`config.mk`:
```
export PLATFORM = sky130hd
export DESIGN_NAME = lcd_byte_sequencer
export DESIGN_NICKNAME = d
export VERILOG_FILES = /design/src/rtl/lcd_byte_sequencer.sv
export SDC_FILE = /design/constraint.sdc
export NUM_CORES = 1
export LEC_CHECK = 0
export ABC_CLOCK_PERIOD_IN_PS = 5550
export BUFFER_PORTS_ARGS = -buffer_cell sky130_fd_sc_hd__buf_2
export CAP_MARGIN = 10
export CORE_MARGIN = 3
export CORE_UTILIZATION = 62
export CTS_BUF_LIST = sky130_fd_sc_hd__clkbuf_8
export DETAILED_ROUTE_END_ITERATION = 12
export PLACE_DENSITY = 0.82
export SLEW_MARGIN = 10
export SYNTH_ARGS = -nofsm -noshare
export SYNTH_HDL_FRONTEND = slang
export SYNTH_SLANG_ARGS = --single-unit
```
`constraint.sdc`:
```
create_clock -name clk -period 5.55 [get_ports clk]
set_input_delay 0 -clock clk [delete_from_list [all_inputs] [get_ports clk]]
set_output_delay 0 -clock clk [all_outputs]
set_load 0.02 [all_outputs]
```
`src/rtl/lcd_byte_sequencer.sv`:
```
// lcd_byte_sequencer
//   Front end for the 4-bit HD44780 nibble controller. After reset it plays
//   the power-on init nibbles (3,3,3,2) with their settle delays. It then
//   accepts whole command/data bytes, sends each byte as a high nibble and a
//   low nibble, and waits out the command execution time before taking the
//   next byte.
//
// Ports
//   clk           system clock
//   iReset        synchronous active-high reset
//   iData/iRS     byte to send and its register select (0 = command)
//   iWrite        byte valid
//   oReady        sequencer can accept a byte
//   oInitDone     init sequence complete, held until reset
//   oNibble       nibble to the controller
//   oNibbleRS     register select for oNibble
//   oNibbleWrite  nibble request to the controller
//   iNibbleAck    controller has consumed the nibble
//
// Handshakes
//   Byte side: a byte moves on a rising edge where iWrite && oReady. oReady
//   is high only in IDLE and drops the cycle after the accept; iWrite while
//   oReady is low is ignored. Nibble side: oNibbleWrite stays high, with
//   oNibble/oNibbleRS stable, until iNibbleAck is sampled high; it drops the
//   following cycle. iNibbleAck outside a request is ignored and there is no
//   timeout.
module lcd_byte_sequencer #(
  parameter int unsigned INIT_WAIT  = 750000,
  parameter int unsigned INIT_DLY0  = 205000,
  parameter int unsigned INIT_DLY1  = 5000,
  parameter int unsigned CMD_WAIT   = 2000,
  parameter int unsigned CLEAR_WAIT = 82000,
  parameter int unsigned NIBBLE_GAP = 50
) (
  input  logic       clk,
  input  logic       iReset,
  input  logic [7:0] iData,
  input  logic       iRS,
  input  logic       iWrite,
  output logic       oReady,
  output logic       oInitDone,
  output logic [3:0] oNibble,
  output logic       oNibbleRS,
  output logic       oNibbleWrite,
  input  logic       iNibbleAck
);

  typedef enum logic [2:0] {
    S_INIT_WAIT = 3'd0,
    S_INIT_REQ  = 3'd1,
    S_INIT_DLY  = 3'd2,
    S_IDLE      = 3'd3,
    S_HI_REQ    = 3'd4,
    S_GAP       = 3'd5,
    S_LO_REQ    = 3'd6,
    S_POST      = 3'd7
  } state_t;

  state_t      state;
  state_t      state_next;
  logic [19:0] cnt;
  logic [19:0] wait_len;
  logic        wait_done;
  logic        in_wait;
  logic [1:0]  init_idx;
  logic [1:0]  init_idx_next;
  logic        init_done;
  logic [7:0]  byte_q;
  logic        rs_q;
  logic        clear_cmd;
  logic [3:0]  nibble_q;
  logic        nibble_rs_q;

  // Clear display / return home need the long execution time.
  assign clear_cmd = !rs_q && (byte_q == 8'h01 || byte_q == 8'h02 || byte_q == 8'h03);

  assign in_wait = (state == S_INIT_WAIT) || (state == S_INIT_DLY) ||
                   (state == S_GAP) || (state == S_POST);

  always_comb begin
    wait_len = 20'd1;
    case (state)
      S_INIT_WAIT: wait_len = 20'(INIT_WAIT);
      S_INIT_DLY: begin
        case (init_idx)
          2'd0:    wait_len = 20'(INIT_DLY0);
          2'd1:    wait_len = 20'(INIT_DLY1);
          default: wait_len = 20'(CMD_WAIT);
        endcase
      end
      S_GAP:   wait_len = 20'(NIBBLE_GAP);
      S_POST:  wait_len = clear_cmd ? 20'(CLEAR_WAIT) : 20'(CMD_WAIT);
      default: wait_len = 20'd1;
    endcase
  end

  // Counter runs 0..N-1 inside a wait state, so the state lasts N cycles.
  assign wait_done = in_wait && (cnt == wait_len - 20'd1);

  // The index advances as INIT_DLY finishes; the nibble register is loaded
  // on entry to INIT_REQ, so it must look at the advanced value.
  assign init_idx_next = (state == S_INIT_DLY) ? init_idx + 2'd1 : init_idx;

  // State register
  always_ff @(posedge clk) begin
    if (iReset) state <= S_INIT_WAIT;
    else        state <= state_next;
  end

  // Next-state logic
  always_comb begin
    state_next = state;
    case (state)
      S_INIT_WAIT: if (wait_done) state_next = S_INIT_REQ;
      S_INIT_REQ:  if (iNibbleAck) state_next = S_INIT_DLY;
      S_INIT_DLY:  if (wait_done) state_next = (init_idx == 2'd3) ? S_IDLE : S_INIT_REQ;
      S_IDLE:      if (iWrite) state_next = S_HI_REQ;
      S_HI_REQ:    if (iNibbleAck) state_next = S_GAP;
      S_GAP:       if (wait_done) state_next = S_LO_REQ;
      S_LO_REQ:    if (iNibbleAck) state_next = S_POST;
      S_POST:      if (wait_done) state_next = S_IDLE;
      default:     state_next = S_INIT_WAIT;
    endcase
  end

  // Output logic
  always_comb begin
    oReady       = (state == S_IDLE);
    oNibbleWrite = (state == S_INIT_REQ) || (state == S_HI_REQ) || (state == S_LO_REQ);
    oInitDone    = init_done;
    oNibble      = nibble_q;
    oNibbleRS    = nibble_rs_q;
  end

  // Datapath: delay counter, init index, byte latch, nibble register
  always_ff @(posedge clk) begin
    if (iReset) begin
      cnt         <= 20'd0;
      init_idx    <= 2'd0;
      init_done   <= 1'b0;
      byte_q      <= 8'h00;
      rs_q        <= 1'b0;
      nibble_q    <= 4'h0;
      nibble_rs_q <= 1'b0;
    end else begin
      if (state_next != state) cnt <= 20'd0;
      else if (in_wait)        cnt <= cnt + 20'd1;

      if (state == S_INIT_DLY && wait_done) begin
        init_idx <= init_idx + 2'd1;
        if (init_idx == 2'd3) init_done <= 1'b1;
      end

      if (state == S_IDLE && iWrite) begin
        byte_q <= iData;
        rs_q   <= iRS;
      end

      // Load only on entry to a request state so the nibble stays stable
      // while the request is outstanding, whatever iData does meanwhile.
      if (state_next != state) begin
        case (state_next)
          S_INIT_REQ: begin
            nibble_q    <= (init_idx_next == 2'd3) ? 4'h2 : 4'h3;
            nibble_rs_q <= 1'b0;
          end
          S_HI_REQ: begin
            nibble_q    <= iData[7:4];
            nibble_rs_q <= iRS;
          end
          S_LO_REQ: begin
            nibble_q    <= byte_q[3:0];
            nibble_rs_q <= rs_q;
          end
          default: ;
        endcase
      end
    end
  end

endmodule
```
==> reports/metrics.json, run 1 <==
{
  "worst_ep_required_time": {"value": 5.73, "unit": "ns"},
  "synth-warning-count": {"value": 0},
  "synth-edff-count": {"value": 0},
  "start_kind": {"value": "register"},
  "die_h": {"value": 70.9, "unit": "um"},
  "layout_commonest_cell": {"value": "sky130_fd_sc_hd__dfxtp_1"},
  "die_area": {"value": 5020, "unit": "um2"},
  "critical_path.n_buffers_inverters": {"value": 2},
  "h-tree-depth": {"value": 2},
  "sum_of_negative_setup_slack": {"value": 0, "unit": "ns"},
  "tightest_slew": {"value": 0.746, "unit": "ns"},
  "core": {"value": 3850, "unit": "um2"},
  "most-common-layout-cells": {"value": "sky130_fd_sc_hd__dfxtp_1, sky130_fd_sc_hd__nor2_1, sky130_fd_sc_hd__nand2_1"},
  "synth.top_cell.area_share": {"value": 30.7, "unit": "%"},
  "path_class": {"value": "register to register"},
  "yosysSeqAreaShare": {"value": 30.7, "unit": "%"},
  "timing.critical_path.max_delay_family": {"value": "simple AND/OR/NAND/NOR gates"},
  "grt_pass1_vias": {"value": 2131},
  "grt.overflow.total": {"value": 0},
  "pre_cts_ws": {"value": 0.974, "unit": "ns"},
  "synth.ff_latch_count": {"value": 40},
  "max_cap_violations": {"value": 0},
  "final_critical_path_setup_slack": {"value": 0.909, "unit": "ns"},
  "grt.total_usage": {"value": 25.0, "unit": "%"},
  "clock-root-buffer": {"value": "sky130_fd_sc_hd__clkbuf_8"},
  "tritoncts": {"value": "done"},
  "floorplan.io_pins": {"value": 21},
  "maxSlewViolCount": {"value": 0},
  "hold_path.class": {"value": "input port to register"},
  "worstPathCellList": {"value": "buf_4 > inv_1 > ha_1 > nor4b_1 > o21ai_0 > ha_1 > xnor2_1 > a2111oi_2 > o211ai_1 > nor4b_1 > nand4_1 > a21o_1 > and2_1 > o21ai_1 > nor2b_1 > nor3_2"},
  "p_per_area": {"value": 196, "unit": "nW/um2"},
  "outcome": {"value": "finished, final reports clean"},
  "critical_path_peak_fanout": {"value": 26},
  "fin_skew": {"value": 0.0119, "unit": "ns"},
  "detail-route-antenna-nets": {"value": 0},
  "area_growth": {"value": 10.4, "unit": "%"},
  "buffer_ports.inserted": {"value": 20},
  "core.rowCount": {"value": 22},
  "timing_hold_violations_final": {"value": 0},
  "clock_insertion_delay_at_the_later_pin_of_the_skew_report": {"value": 0.31, "unit": "ns"},
  "grt_setup_unrepaired": {"value": "no"},
  "fmaxAchievable": {"value": 215, "unit": "MHz"},
  "detail_route.wl_per_cell": {"value": 15.9, "unit": "um"},
  "cts_post_setup_buffers_inserted": {"value": 0},
  "cell_taking_the_most_area_after_synthesis": {"value": "sky130_fd_sc_hd__dfxtp_1"},
  "design_power_total": {"value": 566, "unit": "uW"},
  "avgSynthCellArea": {"value": 8.31, "unit": "um2"},
  "hpwlAfterDp": {"value": 4.29, "unit": "mm"},
  "finalSetupViolations": {"value": 0},
  "start_util": {"value": 67.7, "unit": "%"},
  "synth_area": {"value": 2610, "unit": "um2"},
  "postSynth.asyncResetShare": {"value": 0, "unit": "%"},
  "routed_wirelength": {"value": 6.13, "unit": "mm"},
  "fin_crit": {"value": 4.64, "unit": "ns"},
  "antenna_found_initial": {"value": 0},
  "syn_nets": {"value": 336},
  "drt-initial-drc-count": {"value": 219},
  "clk_transition_reported_paths": {"value": 0.08, "unit": "ns"},
  "period_share": {"value": 83.6, "unit": "%"},
  "routed_via_density": {"value": 6.18},
  "critical_path_max_stage_delay": {"value": 0.52, "unit": "ns"},
  "static-leakage-power": {"value": 0.00108, "unit": "uW"},
  "final_net_count": {"value": 359},
  "crit_end_category": {"value": "register"},
  "die_w": {"value": 70.9, "unit": "um"},
  "synth_top_cells_by_area": {"value": "sky130_fd_sc_hd__dfxtp_1, sky130_fd_sc_hd__nor2_1, sky130_fd_sc_hd__nand2_1"},
  "drt_pass1_iterations": {"value": 5},
  "final-instance-count-excl-fill": {"value": 386},
  "relSlewSlack": {"value": 49.9, "unit": "%"},
  "syn-instance-count": {"value": 314},
  "dp_cells": {"value": 369},
  "timing.critical_path.arrival": {"value": 4.82, "unit": "ns"},
  "hold-worst-slack": {"value": 0.0993, "unit": "ns"},
  "post_route_cells_drive_above_1_share": {"value": 13.3, "unit": "%"},
  "tritoncts.num_buffers": {"value": 5},
  "grt_first_pass_wirelength": {"value": 10.1, "unit": "mm"},
  "numClockSinks": {"value": 40},
  "grt_start_max_net_pins": {"value": 27},
  "critPathSlowestCell": {"value": "sky130_fd_sc_hd__ha_1"},
  "detailroute.via_count": {"value": 2386},
  "clock_tree.buffer_depth": {"value": 2},
  "gp_congestion": {"value": 0.924},
  "drc": {"value": 0},
  "synth_cell_types": {"value": 62},
  "vdd_drop_max": {"value": 0.162, "unit": "mV"},
  "ys_dominant_reg_cell": {"value": "sky130_fd_sc_hd__dfxtp_1"},
  "final.fill_count": {"value": 292},
  "insertedDiodeCount": {"value": 0}
}
[kinds of logic (layout without fill, tap and decap cells)]
family                   after synthesis  count (layout)  synth area share, %
buffers and inverters                 23              47                 5.51
AO/OA/AOI/OAI                         62              62                 17.2
XOR/XNOR                              25              25                 8.39
adder cells (fa/ha/maj)                9               9                 4.31
AND/OR/NAND/NOR                      145             145                 29.5
flip-flops                            40              40                 30.7
multiplexers                          10              10                 4.41
[flip-flops by register name, summed over array words and instances (netlist names)]
signal and cells:
oNibbleRS 1, oNibble 4, rs_q 1, state 3
oInitDone 1, byte_q 8, cnt 20, init_idx 2
[worst paths after layout]
kind	from	end	slack, ns	depth (start not counted)
worst max register to register	state[2]$_SDFF_PP0_	oNibble[1]$_SDFFE_PP0P_	0.91	16
worst min register to register	oNibble[3]$_SDFFE_PP0P_	oNibble[3]$_SDFFE_PP0P_	0.45	2
worst min-delay path	iReset	init_idx[1]$_SDFFE_PP0P_	0.1	2
worst max-delay path	state[2]$_SDFF_PP0_	oNibble[1]$_SDFFE_PP0P_	0.91	16
[routing by layer]
| layer | share of wire [%] | track usage [%] | vias to the layer above |
|---|---|---|---|
| met5 | 0 | 0 | - |
| met4 | 1.9 | 7.72 | 0 |
| met3 | 7.0 | 5.82 | 16 |
| met2 | 44 | 35.9 | 95 |
| met1 | 48 | 36.8 | 1099 |
| li1 | - | - | 1176 |
[power breakdown]
group          leakage [uW]  internal [uW]  switching, uW
clock network     0.0000548            135            114
registers          0.000323            289           2.52
logic              0.000703           12.7           12.5
[synthesized netlist by cell type (3+ instances only)]
cell	number
sky130_fd_sc_hd__mux2i_1	7
sky130_fd_sc_hd__nor3_1	8
sky130_fd_sc_hd__nand2b_1	3
sky130_fd_sc_hd__mux2_4	3
sky130_fd_sc_hd__dfxtp_1	40
sky130_fd_sc_hd__and4_1	3
sky130_fd_sc_hd__nor2_1	38
sky130_fd_sc_hd__clkbuf_1	3
sky130_fd_sc_hd__nand2_1	33
sky130_fd_sc_hd__nor4b_1	3
sky130_fd_sc_hd__o21ai_0	7
sky130_fd_sc_hd__nor2b_1	3
sky130_fd_sc_hd__a31oi_1	4
sky130_fd_sc_hd__nor4_1	5
sky130_fd_sc_hd__xor2_1	12
sky130_fd_sc_hd__a21oi_1	19
sky130_fd_sc_hd__nand4_1	9
sky130_fd_sc_hd__o211ai_1	3
sky130_fd_sc_hd__and2_1	5
sky130_fd_sc_hd__o21a_1	4
sky130_fd_sc_hd__xnor2_1	13
sky130_fd_sc_hd__ha_1	9
sky130_fd_sc_hd__a211oi_1	3
sky130_fd_sc_hd__nand4b_1	3
sky130_fd_sc_hd__inv_1	7
sky130_fd_sc_hd__nand3_1	9
sky130_fd_sc_hd__and3_1	6
sky130_fd_sc_hd__buf_4	5
sky130_fd_sc_hd__or3_1	3
sky130_fd_sc_hd__buf_6	4
[area by class of cell]
| class | instances | area, um2 | area share, % |
|---|---|---|---|
| Inverter | 7 | 26.3 | 0.912 |
| Timing Repair Buffer | 32 | 213 | 7.38 |
| Multi-Input combinational cell | 251 | 1670 | 57.8 |
| Clock inverter | 3 | 46.3 | 1.61 |
| Clock buffer | 5 | 68.8 | 2.39 |
| Tap cell | 48 | 60.1 | 2.09 |
| Sequential cell | 40 | 801 | 27.8 |
[per-stage QoR]
step | util, % | cell area [um2]
floorplan | - | 2610
global placement | 69.4 | 2680
detailed placement | 69.4 | 2680
CTS | 74.7 | 2880
global route | 74.7 | 2880
finish | 74.7 | 2880
[worst reg2reg max path: cells and delay by family (launching register included)]
family	cells	cell delay (ns)
buffers and inverters	2	0.36
XOR/XNOR	1	0.14
AO/OA/AOI/OAI	5	1.35
AND/OR/NAND/NOR	6	1.53
adder cells (fa/ha/maj)	2	0.83
flip-flops	1	0.31
[what timing repair did]
action	CTS	global route
hold buffers	9	0
resized for setup	0	0
endpoints found under the hold margin	9	0
Power figures use the tool's default switching activity.
==> run 2, diff against run 1 <==
Settings changed: ABC_CLOCK_PERIOD_IN_PS 5550 to 4400.
Clock period 5.55 ns to 4.4 ns, I/O delays scaled along.
==> run 2 against run 1 <==
Compared with the run above: non-clock buffer count increased by 3; hold slack about the same; setup slack got worse by 0.66 ns; final cell count increased by 0.78%; die area unchanged; flip-flop and latch count unchanged; combinational power increased by 21%; sequential power increased by 26%; critical path type unchanged; largest power group unchanged.
==> reports/metrics.json, run 2 (synthesis results as in run 1) <==
{
  "outcome": {"value": "finished, final reports clean"},
  "h-tree-depth": {"value": 2, "change": "unchanged"},
  "buffer_ports.inserted": {"value": 20, "change": "unchanged"},
  "ff2ff_path_depth": {"value": 15, "change": "-1"},
  "antenna_found_initial": {"value": 0, "change": "unchanged"},
  "fmaxAchievable": {"value": 241, "unit": "MHz", "change": "+12%"},
  "largest_reg_flops": {"value": 20, "change": "unchanged"},
  "static-leakage-power": {"value": 0.00110, "unit": "uW", "change": "+1.5%"},
  "clock_tree.buffer_depth": {"value": 2, "change": "unchanged"},
  "finalSetupViolations": {"value": 0, "change": "unchanged"},
  "grt.overflow.total": {"value": 0, "change": "unchanged"},
  "crit_end_category": {"value": "register"},
  "detailroute.via_count": {"value": 2379, "change": "-0.29%"},
  "grt_start_max_net_pins": {"value": 26, "change": "-3.7%"},
  "timing_hold_violations_final": {"value": 0, "change": "unchanged"},
  "core.rowCount": {"value": 22, "change": "unchanged"},
  "fin_skew": {"value": 0.00738, "unit": "ns", "change": "-0.00449 ns"},
  "detail-route-antenna-nets": {"value": 0, "change": "unchanged"},
  "timing.critical_path.arrival": {"value": 4.34, "unit": "ns", "change": "-0.48 ns"},
  "tritoncts.num_buffers": {"value": 5, "change": "unchanged"},
  "area_growth": {"value": 10.5, "unit": "%"},
  "fin_crit": {"value": 4.15, "unit": "ns", "change": "-0.490 ns"},
  "p_seq_share": {"value": 57.1, "unit": "%", "change": "+5.6 points"},
  "clock_power_share": {"value": 38.2, "unit": "%", "change": "-5.9 points"},
  "core": {"value": 3850, "unit": "um2", "change": "unchanged"},
  "cellInternalPower": {"value": 503, "unit": "uW", "change": "+15%"},
  "critical_path_peak_fanout": {"value": 6, "change": "-77%"},
  "die_w": {"value": 70.9, "unit": "um", "change": "unchanged"},
  "tightest_slew": {"value": 0.610, "unit": "ns", "change": "-0.136 ns"},
  "regToRegSetupSlack": {"value": 0.25, "unit": "ns", "change": "-0.66 ns"},
  "insertedDiodeCount": {"value": 0, "change": "unchanged"},
  "grt_first_pass_wirelength": {"value": 9.97, "unit": "mm", "change": "-1.8%"},
  "grt.total_usage": {"value": 24.5, "unit": "%", "change": "-0.48 points"},
  "vdd_drop_max": {"value": 0.174, "unit": "mV", "change": "+7.5%"},
  "switching_pwr": {"value": 140, "unit": "uW", "change": "+9.0%"},
  "hpwlAfterDp": {"value": 4.24, "unit": "mm", "change": "-1.2%"},
  "holdPathStages": {"value": 2, "change": "unchanged"},
  "tritoncts": {"value": "done"},
  "detail_route.wl_per_cell": {"value": 15.2, "unit": "um", "change": "-4.2%"},
  "drc": {"value": 0, "change": "unchanged"},
  "power.switching_fraction": {"value": 21.8, "unit": "%", "change": "-0.96 points"},
  "clock-root-buffer": {"value": "sky130_fd_sc_hd__clkbuf_8"},
  "period_share": {"value": 94.3, "unit": "%", "change": "+11 points"},
  "clock_insertion_delay_at_the_later_pin_of_the_skew_report": {"value": 0.30, "unit": "ns", "change": "about the same"},
  "most-common-layout-cells": {"value": "sky130_fd_sc_hd__dfxtp_1, sky130_fd_sc_hd__nor2_1, sky130_fd_sc_hd__nand2_1"},
  "start_util": {"value": 67.7, "unit": "%", "change": "unchanged"},
  "layout_commonest_cell": {"value": "sky130_fd_sc_hd__dfxtp_1"},
  "worst_ep_required_time": {"value": 4.59, "unit": "ns", "change": "-1.14 ns"},
  "pwr-share-comb": {"value": 4.7, "unit": "%", "change": "+0.2 points"},
  "sum_of_negative_setup_slack": {"value": 0, "unit": "ns", "change": "unchanged"},
  "clk_transition_reported_paths": {"value": 0.07, "unit": "ns", "change": "about the same"},
  "registers.top_by_ff_count": {"value": "cnt"},
  "gp_congestion": {"value": 0.942, "change": "+2.0%"},
  "p_per_area": {"value": 223, "unit": "nW/um2", "change": "+14%"},
  "cts_post_setup_buffers_inserted": {"value": 0, "change": "unchanged"},
  "numClockSinks": {"value": 40, "change": "unchanged"},
  "grt_setup_unrepaired": {"value": "no"},
  "floorplan.io_pins": {"value": 21, "change": "unchanged"},
  "routed_wirelength": {"value": 5.92, "unit": "mm", "change": "-3.5%"},
  "drt_pass1_iterations": {"value": 5, "change": "unchanged"},
  "final_net_count": {"value": 362, "change": "+0.84%"},
  "max_cap_violations": {"value": 0, "change": "unchanged"},
  "post_route_cells_drive_above_1_share": {"value": 13.8, "unit": "%", "change": "+0.47 points"},
  "relSlewSlack": {"value": 59.0, "unit": "%", "change": "+9.2 points"},
  "routed_via_density": {"value": 6.12, "change": "-1.1%"},
  "die_area": {"value": 5020, "unit": "um2", "change": "unchanged"},
  "hold_path.class": {"value": "input port to register"},
  "maxSlewViolCount": {"value": 0, "change": "unchanged"},
  "path_class": {"value": "register to register"},
  "final_util": {"value": 74.8, "unit": "%", "change": "+0.097 points"},
  "start_kind": {"value": "register"},
  "drt-initial-drc-count": {"value": 209, "change": "-4.6%"},
  "grt_pass1_vias": {"value": 2162, "change": "+1.5%"},
  "die_h": {"value": 70.9, "unit": "um", "change": "unchanged"}
}
-- run 2: cell count changes in the layout (fill, tap and decap cells not counted) --
cell,before,now
sky130_fd_sc_hd__buf_4,3,6
sky130_fd_sc_hd__inv_1,7,9
sky130_fd_sc_hd__bufinv_16,1,0
sky130_fd_sc_hd__clkbuf_8,5,6
sky130_fd_sc_hd__clkinvlp_4,1,0
sky130_fd_sc_hd__inv_6,1,0
sky130_fd_sc_hd__nor4b_1,3,2
sky130_fd_sc_hd__nor4b_2,0,1
-- run 2: final timing paths --
check | start | to
worst max-delay path | state[0]$_SDFF_PP0_ | oNibble[0]$_SDFFE_PP0P_
worst min-delay path | iReset | init_idx[0]$_SDFFE_PP0P_
worst min register to register | oNibble[2]$_SDFFE_PP0P_ | oNibble[2]$_SDFFE_PP0P_
worst max register to register | state[0]$_SDFF_PP0_ | oNibble[0]$_SDFFE_PP0P_
-- run 2: power by group through the flow --
stage               clock (uW)  sequential [uW]  combinational (uW)
finish                     246              367                30.6
global placement             0              376                23.3
floorplan                    0              375                14.3
detailed placement           0              376                23.7
global route               268              368                33.9
CTS                        251              367                29.9
-- run 2: stage by stage --
step	instances	area [um2]	total power, uW	worst slack, ns	hold WS [ns]
finish	389	2880	644	0.250	0.0995
floorplan	314	2610	389	0.239	0.136
global placement	372	2700	399	0.433	0.239
detailed placement	372	2700	399	0.257	0.245
global route	389	2880	670	0.0230	0.111
CTS	389	2880	648	0.172	0.0866
-- run 2: cell type report --
type | count | area [um2]
Tap cell | 48 | 60.1
Inverter | 7 | 26.3
Clock buffer | 6 | 82.6
Sequential cell | 40 | 801
Multi-Input combinational cell | 251 | 1670
Timing Repair Buffer | 35 | 235
Fill cell | 299 | 970
Clock inverter | 2 | 7.51
-- run 2: routing by layer --
layer	vias up	part of all wire [%]	track usage, %
met5	-	0	0
met4	0	1.2	7.31
met3	11	5.7	4.69
met2	79	45	37.0
met1	1107	48	35.4
li1	1182	-	-
-- run 2: critical path, cell delays in order (launching register included) --
cell and delay (ns):
sky130_fd_sc_hd__dfxtp_1 0.33, sky130_fd_sc_hd__inv_1 0.08, sky130_fd_sc_hd__ha_1 0.34, sky130_fd_sc_hd__nor4b_2 0.34, sky130_fd_sc_hd__o21ai_0 0.15, sky130_fd_sc_hd__ha_1 0.31, sky130_fd_sc_hd__xnor2_1 0.14, sky130_fd_sc_hd__a2111oi_2 0.33
sky130_fd_sc_hd__o211ai_1 0.16, sky130_fd_sc_hd__nor4_1 0.32, sky130_fd_sc_hd__nand4_1 0.20, sky130_fd_sc_hd__or3_1 0.38, sky130_fd_sc_hd__a21o_1 0.31, sky130_fd_sc_hd__mux2i_1 0.20, sky130_fd_sc_hd__and3_1 0.23, sky130_fd_sc_hd__o41ai_2 0.22
-- run 2: what timing repair did --
| item | 4_1_cts | 5_1_grt |
|---|---|---|
| hold buffers | 9 | 0 |
| setup endpoints to repair | 0 | 5 |
| gates resized for setup | 0 | 1 |
| endpoints found under the hold margin | 9 | 0 |
